[config.mk]
export PLATFORM = sky130hd
export DESIGN_NAME = periph_bus_initiator
export DESIGN_NICKNAME = d
export VERILOG_FILES = /design/src/rtl/periph_bus_pkg.sv /design/src/rtl/periph_cmd_fifo.sv /design/src/rtl/periph_bus_initiator.sv
export SDC_FILE = /design/constraint.sdc
export NUM_CORES = 1
export LEC_CHECK = 0
export CAP_MARGIN = 20
export CORE_ASPECT_RATIO = 2
export CORE_MARGIN = 1
export CORE_UTILIZATION = 60
export CTS_BUF_LIST = sky130_fd_sc_hd__clkbuf_8
export DETAILED_ROUTE_END_ITERATION = 7
export DONT_BUFFER_PORTS = 1
export GPL_TIMING_DRIVEN = 1
export PLACE_DENSITY = 0.76
export SYNTH_ARGS = -nofsm -noshare
export SYNTH_HDL_FRONTEND = slang
export SYNTH_HIERARCHICAL = 1
export SYNTH_SLANG_ARGS = --single-unit
export TNS_END_PERCENT = 20
[constraint.sdc]
create_clock -name clk -period 5.6 [get_ports clk]
set_input_delay 1.12 -clock clk [delete_from_list [all_inputs] [get_ports clk]]
set_output_delay 1.12 -clock clk [all_outputs]
set_load 0.02 [all_outputs]
[src/rtl/periph_bus_pkg.sv]
// periph_bus_pkg: shared state encoding and command layout for the peripheral bus initiator
package periph_bus_pkg;

    typedef enum logic [1:0] {IDLE, ISSUE, WAIT_RSP} state_e;

    localparam int ADDR_W_DEF = 4;
    localparam int DATA_W_DEF = 8;

    // Command word layout, MSB first: {write, addr, wdata}
    function automatic int cmd_w(input int aw, input int dw);
        return 1 + aw + dw;
    endfunction

endpackage

[src/rtl/periph_cmd_fifo.sv]
// periph_cmd_fifo: synchronous FIFO holding queued bus commands
module periph_cmd_fifo #(
    parameter int W     = 13,
    parameter int DEPTH = 4
) (
    input  logic                     clk,
    input  logic                     rst,
    input  logic                     push_i,
    input  logic                     pop_i,
    input  logic [W-1:0]             din_i,
    output logic [W-1:0]             dout_o,
    output logic                     full_o,
    output logic                     empty_o,
    output logic [$clog2(DEPTH):0]   level_o
);

    localparam int AW = $clog2(DEPTH);

    logic [W-1:0]  mem_q [DEPTH];
    logic [AW-1:0] wptr_q, rptr_q;
    logic [AW:0]   cnt_q;
    logic          do_push, do_pop;

    assign do_push = push_i && !full_o;
    assign do_pop  = pop_i && !empty_o;
    assign full_o  = cnt_q == (AW+1)'(DEPTH);
    assign empty_o = cnt_q == '0;
    assign dout_o  = mem_q[rptr_q];
    assign level_o = cnt_q;

    // Storage is not reset; only pointers and count define validity
    always_ff @(posedge clk)
        if (do_push) mem_q[wptr_q] <= din_i;

    // Pointers wrap naturally because DEPTH is a power of two
    always_ff @(posedge clk or posedge rst)
        if (rst) begin
            wptr_q <= '0;
            rptr_q <= '0;
            cnt_q  <= '0;
        end else begin
            wptr_q <= wptr_q + AW'(do_push);
            rptr_q <= rptr_q + AW'(do_pop);
            cnt_q  <= cnt_q + (AW+1)'(do_push) - (AW+1)'(do_pop);
        end

endmodule

[src/rtl/periph_bus_initiator.sv]
// periph_bus_initiator: queues read/write commands and plays them onto a peripheral register bus
module periph_bus_initiator
    import periph_bus_pkg::*;
#(
    parameter int DEPTH  = 4,
    parameter int ADDR_W = ADDR_W_DEF,
    parameter int DATA_W = DATA_W_DEF
) (
    input  logic                     clk,
    input  logic                     rst,
    input  logic                     cmd_valid,
    output logic                     cmd_ready,
    input  logic                     cmd_write,
    input  logic [ADDR_W-1:0]        cmd_addr,
    input  logic [DATA_W-1:0]        cmd_wdata,
    output logic                     rsp_valid,
    input  logic                     rsp_ready,
    output logic [ADDR_W-1:0]        rsp_addr,
    output logic [DATA_W-1:0]        rsp_rdata,
    output logic [ADDR_W-1:0]        address,
    output logic                     data_write,
    output logic [DATA_W-1:0]        data_in,
    input  logic [DATA_W-1:0]        data_out,
    output logic [$clog2(DEPTH):0]   level,
    output logic                     busy
);

    localparam int CMD_W = cmd_w(ADDR_W, DATA_W);

    logic              fifo_full, fifo_empty, pop, can_issue;
    logic [CMD_W-1:0]  head;
    logic              head_write;
    logic [ADDR_W-1:0] head_addr;
    logic [DATA_W-1:0] head_wdata;

    state_e            state_q, state_d;
    logic [ADDR_W-1:0] addr_q, addr_d, raddr_q, raddr_d;
    logic [DATA_W-1:0] din_q, din_d, rdata_q, rdata_d;
    logic              dwr_q, dwr_d, rv_q, rv_d;

    assign {head_write, head_addr, head_wdata} = head;

    periph_cmd_fifo #(.W(CMD_W), .DEPTH(DEPTH)) u_fifo (
        .clk     (clk),
        .rst     (rst),
        .push_i  (cmd_valid && !fifo_full),
        .pop_i   (pop),
        .din_i   ({cmd_write, cmd_addr, cmd_wdata}),
        .dout_o  (head),
        .full_o  (fifo_full),
        .empty_o (fifo_empty),
        .level_o (level)
    );

    assign cmd_ready  = !fifo_full;
    assign busy       = !fifo_empty || state_q != IDLE;
    assign address    = addr_q;
    assign data_write = dwr_q;
    assign data_in    = din_q;
    assign rsp_valid  = rv_q;
    assign rsp_addr   = raddr_q;
    assign rsp_rdata  = rdata_q;

    // Next state: a read in ISSUE captures data_out; otherwise the head is issued whenever allowed
    always_comb begin
        state_d   = state_q;
        addr_d    = addr_q;
        dwr_d     = 1'b0;
        din_d     = din_q;
        rv_d      = rv_q;
        raddr_d   = raddr_q;
        rdata_d   = rdata_q;
        pop       = 1'b0;
        can_issue = 1'b0;
        case (state_q)
            WAIT_RSP: begin
                rv_d      = rv_q && !rsp_ready;
                can_issue = rv_q && rsp_ready;
            end
            ISSUE: begin
                can_issue = dwr_q;
                if (!dwr_q) begin
                    rv_d    = 1'b1;
                    raddr_d = addr_q;
                    rdata_d = data_out;
                    state_d = WAIT_RSP;
                end
            end
            default: can_issue = 1'b1;
        endcase
        if (can_issue) begin
            pop     = !fifo_empty;
            state_d = fifo_empty ? IDLE : ISSUE;
            addr_d  = fifo_empty ? addr_q : head_addr;
            dwr_d   = !fifo_empty && head_write;
            din_d   = (!fifo_empty && head_write) ? head_wdata : din_q;
        end
    end

    // Bus, response and state registers
    always_ff @(posedge clk or posedge rst)
        if (rst) begin
            state_q <= IDLE;
            addr_q  <= '0;
            dwr_q   <= 1'b0;
            din_q   <= '0;
            rv_q    <= 1'b0;
            raddr_q <= '0;
            rdata_q <= '0;
        end else begin
            state_q <= state_d;
            addr_q  <= addr_d;
            dwr_q   <= dwr_d;
            din_q   <= din_d;
            rv_q    <= rv_d;
            raddr_q <= raddr_d;
            rdata_q <= rdata_d;
        end

endmodule

# [Word-level counts from Yosys, hierarchy flattened]
# Memories as Yosys holds them, arrays and structs flattened.
# Cells that the tools add are included.
[classes] addsub=4 mul=0 div=0 n_lt_le_gt_ge=0 n_eq_ne=5 n_shift=0 mux=11 n_bitwise=2 reduce_logical=19
[op_table] operator="AND reduction 2 bit" count=5
[op_table] operator="logical AND 1 bit" count=6
[op_table] operator="2-to-1 mux 1 bit" count=6
[op_table] operator="2-to-1 mux 2 bit" count=3
[op_table] operator="nonzero test 2 bit" count=3
[op_table] operator="adder 2 x 1 -> 2 bit" count=2
[op_table] operator="inequality test 2 bit (second input constant)" count=2
[op_table] operator="case mux 1 bit (2 select lines)" count=2
[op_table] operator="adder 3 x 1 -> 3 bit" count=1
[op_table] operator="== test 3 bit (second input constant)" count=1
[op_table] operator="logical NOT 1 bit" count=3
[op_table] operator="logical NOT 3 bit" count=1
[op_table] operator="subtractor 3 x 1 -> 3 bit" count=1
[op_table] operator="== test 2 x 1 -> 1 bit (second input constant)" count=1
[op_table] operator="== test 2 bit (second input constant)" count=1
[op_table] operator="inverter 1 bit" count=2
[op_table] operator="logical OR 1 bit" count=1
[word_totals] register_bits=35 latch_bits=0 mem_bits_rw=52 rom_bits=0 inputBits=25 elab_cells=52 n_memories=1
[memory_table] name="u_fifo.mem_q" words=4 word_bits=13 rd=1 rd_clocked_by_memory_dff=0 write_ports=1 line_no="periph_cmd_fifo.sv:19" text="logic [W-1:0] mem_q [DEPTH];"

# [Logic depth before layout (Yosys ltp)]
[depth] depth_word=6 mapped_depth=10 mapped_depth_nobuf=10

# [By module]
# The synthesis kept the hierarchy.
[by_module_without_submodules] mod="periph_cmd_fifo" n_inst=1 cells_each=100 area_per_inst_um2=2308.5
[by_module_without_submodules] mod="periph_bus_initiator" n_inst=1 cells_each=75 area_per_inst_um2=1163.6

# [Worst setup path after synthesis]
# No wires, ideal clock.
[synth_path] path_type="in2reg" start="input cmd_valid" end="memory u_fifo.mem_q[0][0], enable pin" setup_ns=0.422 arrival_ns=2.889 required_time_ns=5.178 setup_slack_ns=2.289 path_stages=2 path_buffers=0 path_cell_list="nor2b_1 -> nor4b_1"
[synth_via] elab_chain_len=4
[synth_rtl] element="start: declaration" line_no="periph_bus_initiator.sv:11" text="input logic cmd_valid,"
[synth_rtl] element="logical AND 1 bit" line_no="periph_bus_initiator.sv:46" text=".push_i (cmd_valid && !fifo_full),"
[synth_rtl] element="logical AND 1 bit" line_no="periph_cmd_fifo.sv:24" text="assign do_push = push_i && !full_o;"
[synth_rtl] element="2-to-1 mux 1 bit" line_no="periph_cmd_fifo.sv:33" text="if (do_push) mem_q[wptr_q] <= din_i;"
[synth_rtl] element="2-to-1 mux 1 bit (not written as such)" line_no="periph_cmd_fifo.sv:33"
[synth_rtl] element="end: declaration" line_no="periph_cmd_fifo.sv:19"
# Every way passes these cells.

# [Final worst setup path]
[layout_path] start="register u_fifo.cnt_q[1], in the netlist u_fifo/level_o[1]" end="output busy"
[layout_via] elab_chain_len=3
[layout_rtl] element="start: declaration" line_no="periph_cmd_fifo.sv:21" text="logic [AW:0] cnt_q;"
[layout_rtl] element="start signal: assignment" line_no="periph_cmd_fifo.sv:44" text="cnt_q <= cnt_q + (AW+1)'(do_push) - (AW+1)'(do_pop);"
[layout_rtl] element="logical NOT 3 bit" line_no="periph_cmd_fifo.sv:27" text="assign empty_o = cnt_q == '0;"
[layout_rtl] element="via fifo_empty" line_no="periph_bus_initiator.sv:30" text="logic fifo_full, fifo_empty, pop, can_issue;"
[layout_rtl] element="logical NOT 1 bit" line_no="periph_bus_initiator.sv:56" text="assign busy = !fifo_empty || state_q != IDLE;"
[layout_rtl] element="logical OR 1 bit" line_no="periph_bus_initiator.sv:56"
[layout_rtl] element="end: declaration" line_no="periph_bus_initiator.sv:25" text="output logic busy"
# The timed path passes the listed nets, and every way through them passes these cells.

==> impl_metrics.py <==
metrics = {
    "final_layout": {
        "fillCellCount": 354,
        "design_area_um2": 3821,
        "drive_gt1_share_pct": 30.69,
        "layout.nets": 216,
        "post-route-util_pct": 69.28,
        "areaGrowthSynthToFinish_pct": 10.05,
        "diodes": 0,
        "stdcell_count": 249,
    },
    "timing": {
        "setup_violations": 0,
        "clock_skew_ns": 0.009607,
        "drv_slew": 0,
        "finalCriticalPeriod_ns": 2.995,
        "post-route-period-util_pct": 53.48,
        "fin_tns_setup_ns": 0,
        "max_freq_mhz": 333.9,
        "relSlewSlack_pct": 34.87,
        "finalHoldViolCount": 0,
        "rsz0062_at_grt": "false",
        "tightest_slew_ns": 0.9755,
    },
    "clocking": {
        "clk_pin_slew_ns": 0.08,
        "clkSinkCount": 87,
        "numCtsBuffers": 9,
        "cts_buffer_depth": 2,
        "clk_latency_ns": 0.36,
        "post_cts_buffers": 0,
        "htree_levels": 3,
        "ctsHoldBuffers": 0,
        "cts_root_buffer": "clkbuf_8",
        "postCtsResizedCells": 0,
        "cts_tree": "yes",
    },
    "placement": {
        "hpwlAfterDp_um": 3914,
        "dpl_cell_area_um2": 3550,
        "dp.cells": 232,
        "gp_congestion": 0.6889,
        "io_buffers": 0,
    },
    "floorplanning": {
        "die-area_um2": 6113,
        "ios": 56,
        "fp.dieW_um": 55.79,
        "die_h_um": 109.6,
        "start_util_pct": 62.95,
        "coreArea_um2": 5515,
        "fp-row-count": 38,
    },
    "yosys": {
        "synth_seq_area_share_pct": 70.20,
        "synth_nets": 207,
        "synth_ff_type": "edfxtp_1",
        "yosys.area.top_type": "edfxtp_1",
        "ys_types": 35,
        "syn_avg_cell_area_um2": 19.84,
        "yosys.area.top_type_share_pct": 44.97,
        "synthCells": 175,
        "async_flop_share_pct": 40.23,
        "ys_seq_elements": 87,
        "synthTopCellsByArea": "edfxtp_1 45%, dfrtp_1 25%, mux2_2 7.8%",
        "synth_edf_count": 52,
        "ys_warn_count": 6,
        "synth_area_um2": 3472,
    },
    "status": {
        "outcome": "completed",
    },
    "worst_setup_path": {
        "r2r-end": "u_fifo/level_o[2]",
        "end_kind": "output port",
        "crit_family": "simple AND/OR/NAND/NOR gates",
        "r2r_start": "u_fifo/level_o[1]",
        "critical_path_required_ns": 4.48,
        "reg2regPathDepth": 8,
        "max_stage_delay_ns": 0.66,
        "crit_chain": "nor3_1 > nand2_1",
        "path_buf_inv": 0,
        "cp_max_fo": 8,
        "crit_type": "flip-flop to output port",
        "start_kind": "flip-flop",
        "r2r_slack_ns": 2.81,
        "slowest_stage": "nor3_1",
        "cp_data_arrival_time_ns": 1.87,
    },
    "grt": {
        "grt_pass1_vias": 1775,
        "grt_max_degree": 29,
        "antenna_found_initial": 0,
        "grt_overflow_total": 0,
        "grt_pass1_wl_um": 9059,
        "grt.total_usage_pct": 21.42,
    },
    "power": {
        "p_leak_uw": 0.001408,
        "vdd_drop_max_mv": 0.4318,
        "cellPowerDensity_nw_per_um2": 638.8,
        "fin_total_pwr_uw": 2441,
    },
    "routing": {
        "num_vias": 1593,
        "initialDrtViolationCount": 61,
        "wl_per_cell_um": 23.09,
        "wirelength_um": 5750,
        "drtPass1Iterations": 4,
        "drcViolationCount": 0,
        "viasPerCell": 6.398,
        "postRouteAntennaNets": 0,
    },
    "job": {
        "drv_cap": 0,
    },
    "min_path": {
        "min_path_type": "primary input to asynchronous set/reset pin",
    },
}
-- placed cells by master, fill, tap and decap left out, drive strengths merged, types with 3 or more instances in the layout --
cell and instances:
clkbuf 9, bufinv 3, mux4 13, xnor2 4, mux2 24, nor2 3, inv 9, nand2 3
edfxtp 52, dfrtp 35, ha 6
-- per-stage QoR --
stage / hold WS (ns) / setup slack, ns
after detailed placement: 0.5957 / 2.539
after floorplan: 0.4866 / 2.289
after global placement: 0.5713 / 2.627
final: 0.5799 / 2.605
after CTS: 0.5773 / 2.587
after global routing: 0.5940 / 2.502
-- where the power goes --
group          leakage [µW]  internal, µW  total (µW)  switching [µW]
registers          0.000884           906        1230             322
logic              0.000398           394         698             304
clock network      0.000125           298         516             218
total               0.00141          1600        2440             844
-- cell usage after synthesis, drive strengths merged, types with 2 or more instances --
| library cell | count |
|---|---|
| inv | 7 |
| xnor2 | 4 |
| ha | 6 |
| nor2b | 2 |
| nor2 | 3 |
| nand2 | 3 |
| nor4bb | 2 |
| buf | 4 |
| dfrtp | 35 |
| mux2 | 24 |
| mux4 | 13 |
| and2b | 2 |
| edfxtp | 52 |
-- final cells by class --
class / count / area, µm² / share of cell area [%]
Sequential cell: 87 / 2437 / 63.79
Timing Repair Buffer: 2 / 35.03 / 0.9168
Tap cell: 60 / 75.07 / 1.965
Multi-Input combinational cell: 77 / 1003 / 26.26
Clock inverter: 7 / 120.1 / 3.143
Inverter: 7 / 26.28 / 0.6876
Clock buffer: 9 / 123.9 / 3.242
-- how the worst max path moves through the flow --
stage / start / to / slack, ns / depth (start not counted)
floorplan: cmd_valid / u_fifo/mem_q[0][0] / 2.29 / 2
global placement: rsp_ready / u_fifo/level_o[2] / 2.63 / 6
detailed placement: rsp_ready / u_fifo/level_o[1] / 2.54 / 6
CTS: u_fifo/level_o[1] / busy / 2.59 / 2
global route: u_fifo/level_o[1] / busy / 2.50 / 2
finish: u_fifo/level_o[1] / busy / 2.61 / 2
-- sequential cells by signal (all words and copies together) (netlist names) --
signal          cells
u_fifo/wptr_q       2
rsp_valid           1
address             4
state_q             2
u_fifo/level_o      3
data_write          1
data_in             8
rsp_rdata           8
rsp_addr            4
u_fifo/rptr_q       2
u_fifo/mem_q       52
-- kinds of logic (layout without fill, tap and decap cells) --
kind of cell,Yosys count,in the layout,share of synthesized area [%]
flip-flops,87,87,70.20
multiplexers,38,38,17.05
AND/OR/NAND/NOR,18,18,3.856
buffers and inverters,11,25,1.946
AO/OA/AOI/OAI,9,9,2.955
adder cells (fa/ha/maj),7,7,2.739
XOR/XNOR,5,5,1.261
-- layer usage --
| layer | track usage [%] | part of all wire (%) | vias to the layer above |
|---|---|---|---|
| li1 | - | - | 696 |
| met1 | 22.02 | 35 | 831 |
| met2 | 38.64 | 58 | 57 |
| met3 | 4.824 | 4.9 | 9 |
| met4 | 13.93 | 2.8 | 0 |
| met5 | 0 | 0 | - |
Note: power is estimated with default switching activity, not from simulation.
